## src/rtl/fft_result_streamer.sv

```systemverilog
`default_nettype none
// =============================================================================
// fft_result_streamer: streams one frame of FFT results from a 1-cycle-latency
// result RAM onto an AXI-Stream master. Macro FFT_BITREV_READ_EN: bit-reversed reads.
// Revision: 1.0
// =============================================================================
module fft_result_streamer #(
  parameter int NUM_POINTS     = 8,
  parameter int SIZE_OF_SIGNAL = 50,
  parameter int ADDR_W         = $clog2(NUM_POINTS)
) (
  input  logic                      clk_i,
  input  logic                      reset_i,
  input  logic                      start_i,
  output logic                      busy_o,
  output logic                      mem_en_o,
  output logic [ADDR_W-1:0]         mem_addr_o,
  input  logic [SIZE_OF_SIGNAL-1:0] mem_data_i,
  output logic                      ms_tvalid,
  input  logic                      ms_tready,
  output logic                      ms_tlast,
  output logic [SIZE_OF_SIGNAL-1:0] signal_o,
  output logic                      done_o
);

  localparam int              CW       = ADDR_W + 1;
  localparam logic [CW-1:0]   CNT_ONE  = CW'(1);
  localparam logic [CW-1:0]   CNT_FULL = CW'(NUM_POINTS);
  localparam logic [CW-1:0]   CNT_LAST = CW'(NUM_POINTS - 1);

  typedef enum logic [1:0] {
    IDLE   = 2'd0,
    STREAM = 2'd1,
    FLUSH  = 2'd2
  } state_t;

  state_t                    state_q;
  logic [CW-1:0]             rd_cnt_q;
  logic [CW-1:0]             beat_cnt_q;
  logic                      busy_q;
  logic                      done_q;
  logic                      inflight_q;
  logic [1:0]                fifo_cnt_q;
  logic [1:0]                fifo_cnt_d;
  logic                      wr_ptr_q;
  logic                      rd_ptr_q;
  logic [SIZE_OF_SIGNAL-1:0] fifo_q [2];

  logic [1:0]                occupancy;
  logic                      rd_issue;
  logic                      tvalid;
  logic                      handshake;
  logic                      last_beat;
  logic [ADDR_W-1:0]         rd_addr;

  // An in-flight read already owns a FIFO slot, so it counts toward occupancy.
  assign occupancy = fifo_cnt_q + {1'b0, inflight_q};
  assign rd_issue  = (state_q == STREAM) && (rd_cnt_q != CNT_FULL) && (occupancy < 2'd2);
  assign tvalid    = (occupancy != 2'd0);
  assign handshake = tvalid && ms_tready;
  assign last_beat = (beat_cnt_q == CNT_LAST);

`ifdef FFT_BITREV_READ_EN
  always_comb begin
    rd_addr = '0;
    for (int i = 0; i < ADDR_W; i++) begin
      rd_addr[i] = rd_cnt_q[ADDR_W-1-i];
    end
  end
`else
  assign rd_addr = rd_cnt_q[ADDR_W-1:0];
`endif

  always_ff @(posedge clk_i) begin
    if (!reset_i) begin
      state_q    <= IDLE;
      busy_q     <= 1'b0;
      done_q     <= 1'b0;
      rd_cnt_q   <= '0;
      beat_cnt_q <= '0;
    end else begin
      done_q <= 1'b0;
      if (rd_issue) begin
        rd_cnt_q <= rd_cnt_q + CNT_ONE;
      end
      if (handshake && (beat_cnt_q != CNT_FULL)) begin
        beat_cnt_q <= beat_cnt_q + CNT_ONE;
      end
      case (state_q)
        IDLE: begin
          if (start_i) begin
            state_q    <= STREAM;
            busy_q     <= 1'b1;
            rd_cnt_q   <= '0;
            beat_cnt_q <= '0;
          end
        end
        STREAM: begin
          if (rd_issue && (rd_cnt_q == CNT_LAST)) begin
            state_q <= FLUSH;
          end
        end
        FLUSH: begin
          if (handshake && last_beat) begin
            state_q <= IDLE;
            busy_q  <= 1'b0;
            done_q  <= 1'b1;
          end
        end
        default: state_q <= IDLE;
      endcase
    end
  end

  always_comb begin
    fifo_cnt_d = fifo_cnt_q;
    if (inflight_q && !handshake) begin
      fifo_cnt_d = fifo_cnt_q + 2'd1;
    end else if (!inflight_q && handshake) begin
      fifo_cnt_d = fifo_cnt_q - 2'd1;
    end
  end

  always_ff @(posedge clk_i) begin
    if (!reset_i) begin
      inflight_q <= 1'b0;
      fifo_cnt_q <= '0;
      wr_ptr_q   <= 1'b0;
      rd_ptr_q   <= 1'b0;
      fifo_q[0]  <= '0;
      fifo_q[1]  <= '0;
    end else begin
      inflight_q <= rd_issue;
      fifo_cnt_q <= fifo_cnt_d;
      if (inflight_q) begin
        fifo_q[wr_ptr_q] <= mem_data_i;
        wr_ptr_q         <= ~wr_ptr_q;
      end
      if (handshake) begin
        rd_ptr_q <= ~rd_ptr_q;
      end
    end
  end

  // When the FIFO is empty the returning RAM word is the head; it lands in
  // the head slot on the same edge, so signal_o holds across a stall.
  assign signal_o   = ((fifo_cnt_q == 2'd0) && inflight_q) ? mem_data_i : fifo_q[rd_ptr_q];
  assign ms_tvalid  = tvalid;
  assign ms_tlast   = tvalid && last_beat;
  assign mem_en_o   = rd_issue;
  assign mem_addr_o = rd_addr;
  assign busy_o     = busy_q;
  assign done_o     = done_q;

endmodule
`default_nettype wire

```

## config.mk

```make
export PLATFORM = sky130hd
export DESIGN_NAME = fft_result_streamer
export DESIGN_NICKNAME = d
export VERILOG_FILES = /design/src/rtl/fft_result_streamer.sv
export SDC_FILE = /design/constraint.sdc
export NUM_CORES = 1
export LEC_CHECK = 0
export CAP_MARGIN = 20
export CORE_ASPECT_RATIO = 0.9
export CORE_MARGIN = 5
export CORE_UTILIZATION = 35
export DETAILED_ROUTE_END_ITERATION = 10
export PLACE_DENSITY_LB_ADDON = 0.12
export SYNTH_ARGS = -nofsm -noshare
export SYNTH_HDL_FRONTEND = slang
export SYNTH_SLANG_ARGS = --single-unit
```

## constraint.sdc

```tcl
create_clock -name clk_i -period 8.4 [get_ports clk_i]
set_input_delay 2.1 -clock clk_i [delete_from_list [all_inputs] [get_ports clk_i]]
set_output_delay 2.1 -clock clk_i [all_outputs]
set_load 0.01 [all_outputs]
```

==> results.yml <==
setup_path:
  startpoint: "mem_data_i[33]"
  cp_max_fo: 3
  reg2reg_slack_ps: 5740
  worstPathArrival_ps: 3420
  regToRegStartpoint: "wr_ptr_q"
  endpoint_kind: "output pin"
  rr_worst_depth: 3
  startpoint_type: "input pin"
  max_stage_delay_ps: 600
  crit_chain: "clkdlybuf4s50_1, nand2_1, o21ai_0, clkdlybuf4s50_1"
  r2r_end: "fifo_q[1][28]"
  crit_type: "input pin to output pin"
  crit_required_ps: 6300
  cp-endpoint: "signal_o[33]"
  worst_path_max_delay_cell: "clkdlybuf4s50_1"
  crit_top_cell: "clkdlybuf4s50_1"
placement:
  numPortBuffers: 111
  hpwl_um: 8020
  place_ws_ps: 2840
  dp_cells: 777
  place_area_mm2: 0.00699
  gp_congestion: 0.710
clock_tree:
  postCtsSetupRepairBufs: 0
  cts-root-buf: "clkbuf_16"
  insertion_delay_ps: 410
  cts_resized: 0
  cts_sinks: 118
  cts_hold_buf: 0
  h-tree-depth: 4
  cts_tree: "built"
  cts.clk_slew.worst_paths_ps: 60
  cts_buffer_depth: 2
  numCtsBuffers: 17
drt:
  drt_iter0_markers: 178
  wl_um: 12600
  vias_per_cell: 4.75
  wl_per_cell_um: 15.6
  drc_errors: 0
  drt_pass1_iterations: 4
  vias: 3841
  ant_nets: 0
sta:
  setup_ws_ps: 2880
  tns_ps: 0
  hold_viol_final: 0
  rsz0062_at_grt: "false"
  post-route-period-util_pct: 65.7
  fmax_mhz: 181
  drv_slew: 0
  fin_skew_ps: 9.34
  setup_viol: 0
  slew_headroom_pct: 37.2
  worstMarginPinSlew_ps: 942
  fin_crit_ps: 5520
synth:
  synthCells: 488
  yosys_warnings: 0
  synth-seq-cells: 118
  async_flop_share_pct: 0
  synth_top_area_share_pct: 52.6
  ys_seq_area_share_pct: 58.9
  synth_top_area_cell: "edfxtp_1"
  synth.distinct_cells: 40
  synth.area.top_cells: "edfxtp_1 53%, and2_1 11%, mux2i_1 10%"
  ys.flop_type: "edfxtp_1"
  synth-edff-count: 100
  syn_nets: 548
  synth_area_mm2: 0.00571
  avgSynthCellArea_um2: 11.7
cells_and_area:
  final_common_cell: "clkdlybuf4s50_1"
  design_area_mm2: 0.00754
  multi_input_area_mm2: 0.00218
  num-fill-cells: 1489
  regArea_mm2: 0.00337
  mostFrequentLayoutCells: "111 x clkdlybuf4s50_1, 100 x and2_1, 100 x edfxtp_1"
  final_cell_count_no_fill: 808
  drive_above_1_share_pct: 7.32
  area_growth_pct: 32.0
  n_antenna_cell: 0
  nets: 649
min_path:
  hp-class: "flip-flop to flip-flop"
power_and_ir_drop:
  peakVddDrop_mv: 0.145
  p_per_area_mw_per_mm2: 260
  power.leakage_uw: 0.00268
outcome:
  status: "completed"
grt:
  track_usage_pct: 13.8
  grt_start_max_net_pins: 55
  grt_pass1_vias: 4036
  grt_pass1_wl_um: 20700
  antenna_found_initial: 0
  overflow: 0
floorplan:
  ioPinCount: 112
  start_util_pct: 35.5
  rows: 44
  die_y_um: 131
  core_mm2: 0.0161
  die_w_um: 145
  die-area_mm2: 0.0190
flow_run:
  maxCapViolCount: 0
-- through the flow --
stage | power, uW | utilization, % | hold WS [ps]
after floorplan | 1030 | - | 456
after global placement | 1310 | 43.5 | 468
after detailed placement | 1310 | 43.5 | 470
after CTS | 1990 | 46.9 | 483
after global routing | 2060 | 46.9 | 524
final | 1960 | 46.9 | 489
-- synthesized netlist by cell type, types with 2 or more instances --
cell type  count
nor4_1         2
ha_1           6
nand2b_1       3
xnor2_1        2
edfxtp_1     100
clkbuf_1      19
o2111a_1       2
nor3b_1        2
mux2i_1       59
nand3b_1       2
xor2_1         2
buf_4          3
nand2_1       55
nor2_1         2
nor3_2         2
buf_2         12
and2_1       100
dfxtp_1       18
nand3_1       13
o21ai_0       53
inv_1          9
a21oi_1        4
-- cell type report --
cell class	count	area share [%]
clock buffers	18	5.69
well taps	207	3.44
repair buffers	116	15.2
multi-input cells	327	29.0
inverters	9	0.448
flip-flops and latches	118	44.7
clock inverters	13	1.53
-- power breakdown --
group / switching, uW / total (uW) / internal (uW)
registers: 74.6 / 766 / 691
clock network: 242 / 669 / 426
logic: 231 / 525 / 294
-- flip-flops by register name (all words and copies together) (netlist names), named ones only --
register    cells
state_q         2
done_o          1
beat_cnt_q      4
wr_ptr_q        1
busy_o          1
fifo_cnt_q      2
rd_ptr_q        1
fifo_q        100
rd_cnt_q        4
inflight_q      1
-- critical path: cells and delay by family --
family	cells	cell delay (ps)
simple gates	1	60
buf+inv	2	1130
compound gates	1	130
-- routing by layer --
metal | GRT usage [%] | routed length (um) | up-vias
met5 | 0 | 0 | -
met4 | 4.66 | 159 | 0
met3 | 3.74 | 672 | 15
met2 | 22.0 | 5870 | 91
met1 | 18.1 | 5910 | 1816
li1 | - | - | 1919
-- worst min path at each step --
stage / start / endpoint / slack [ps] / depth (start not counted)
after floorplan: rd_ptr_q / flip-flop / 460 / 2
after global placement: rd_ptr_q / flip-flop / 470 / 2
after detailed placement: rd_ptr_q / flip-flop / 470 / 2
after CTS: rd_ptr_q / flip-flop / 480 / 2
after global routing: rd_ptr_q / flip-flop / 520 / 2
final: busy_o / busy_o / 490 / 2
-- logic make-up (layout without fill, tap and decap cells) --
family / Yosys count / in the layout / share of synthesized area (%)
DFF: 118 / 118 / 58.9
buffers and inverters: 43 / 156 / 3.29
and+or+nand+nor: 193 / 193 / 18.9
adders and majority gates: 6 / 6 / 1.32
muxes: 59 / 59 / 10.3
AOI/OAI and AO/OA: 64 / 64 / 6.31
xor gates and xnor gates: 5 / 5 / 0.899
Power figures use the tool's default switching activity.
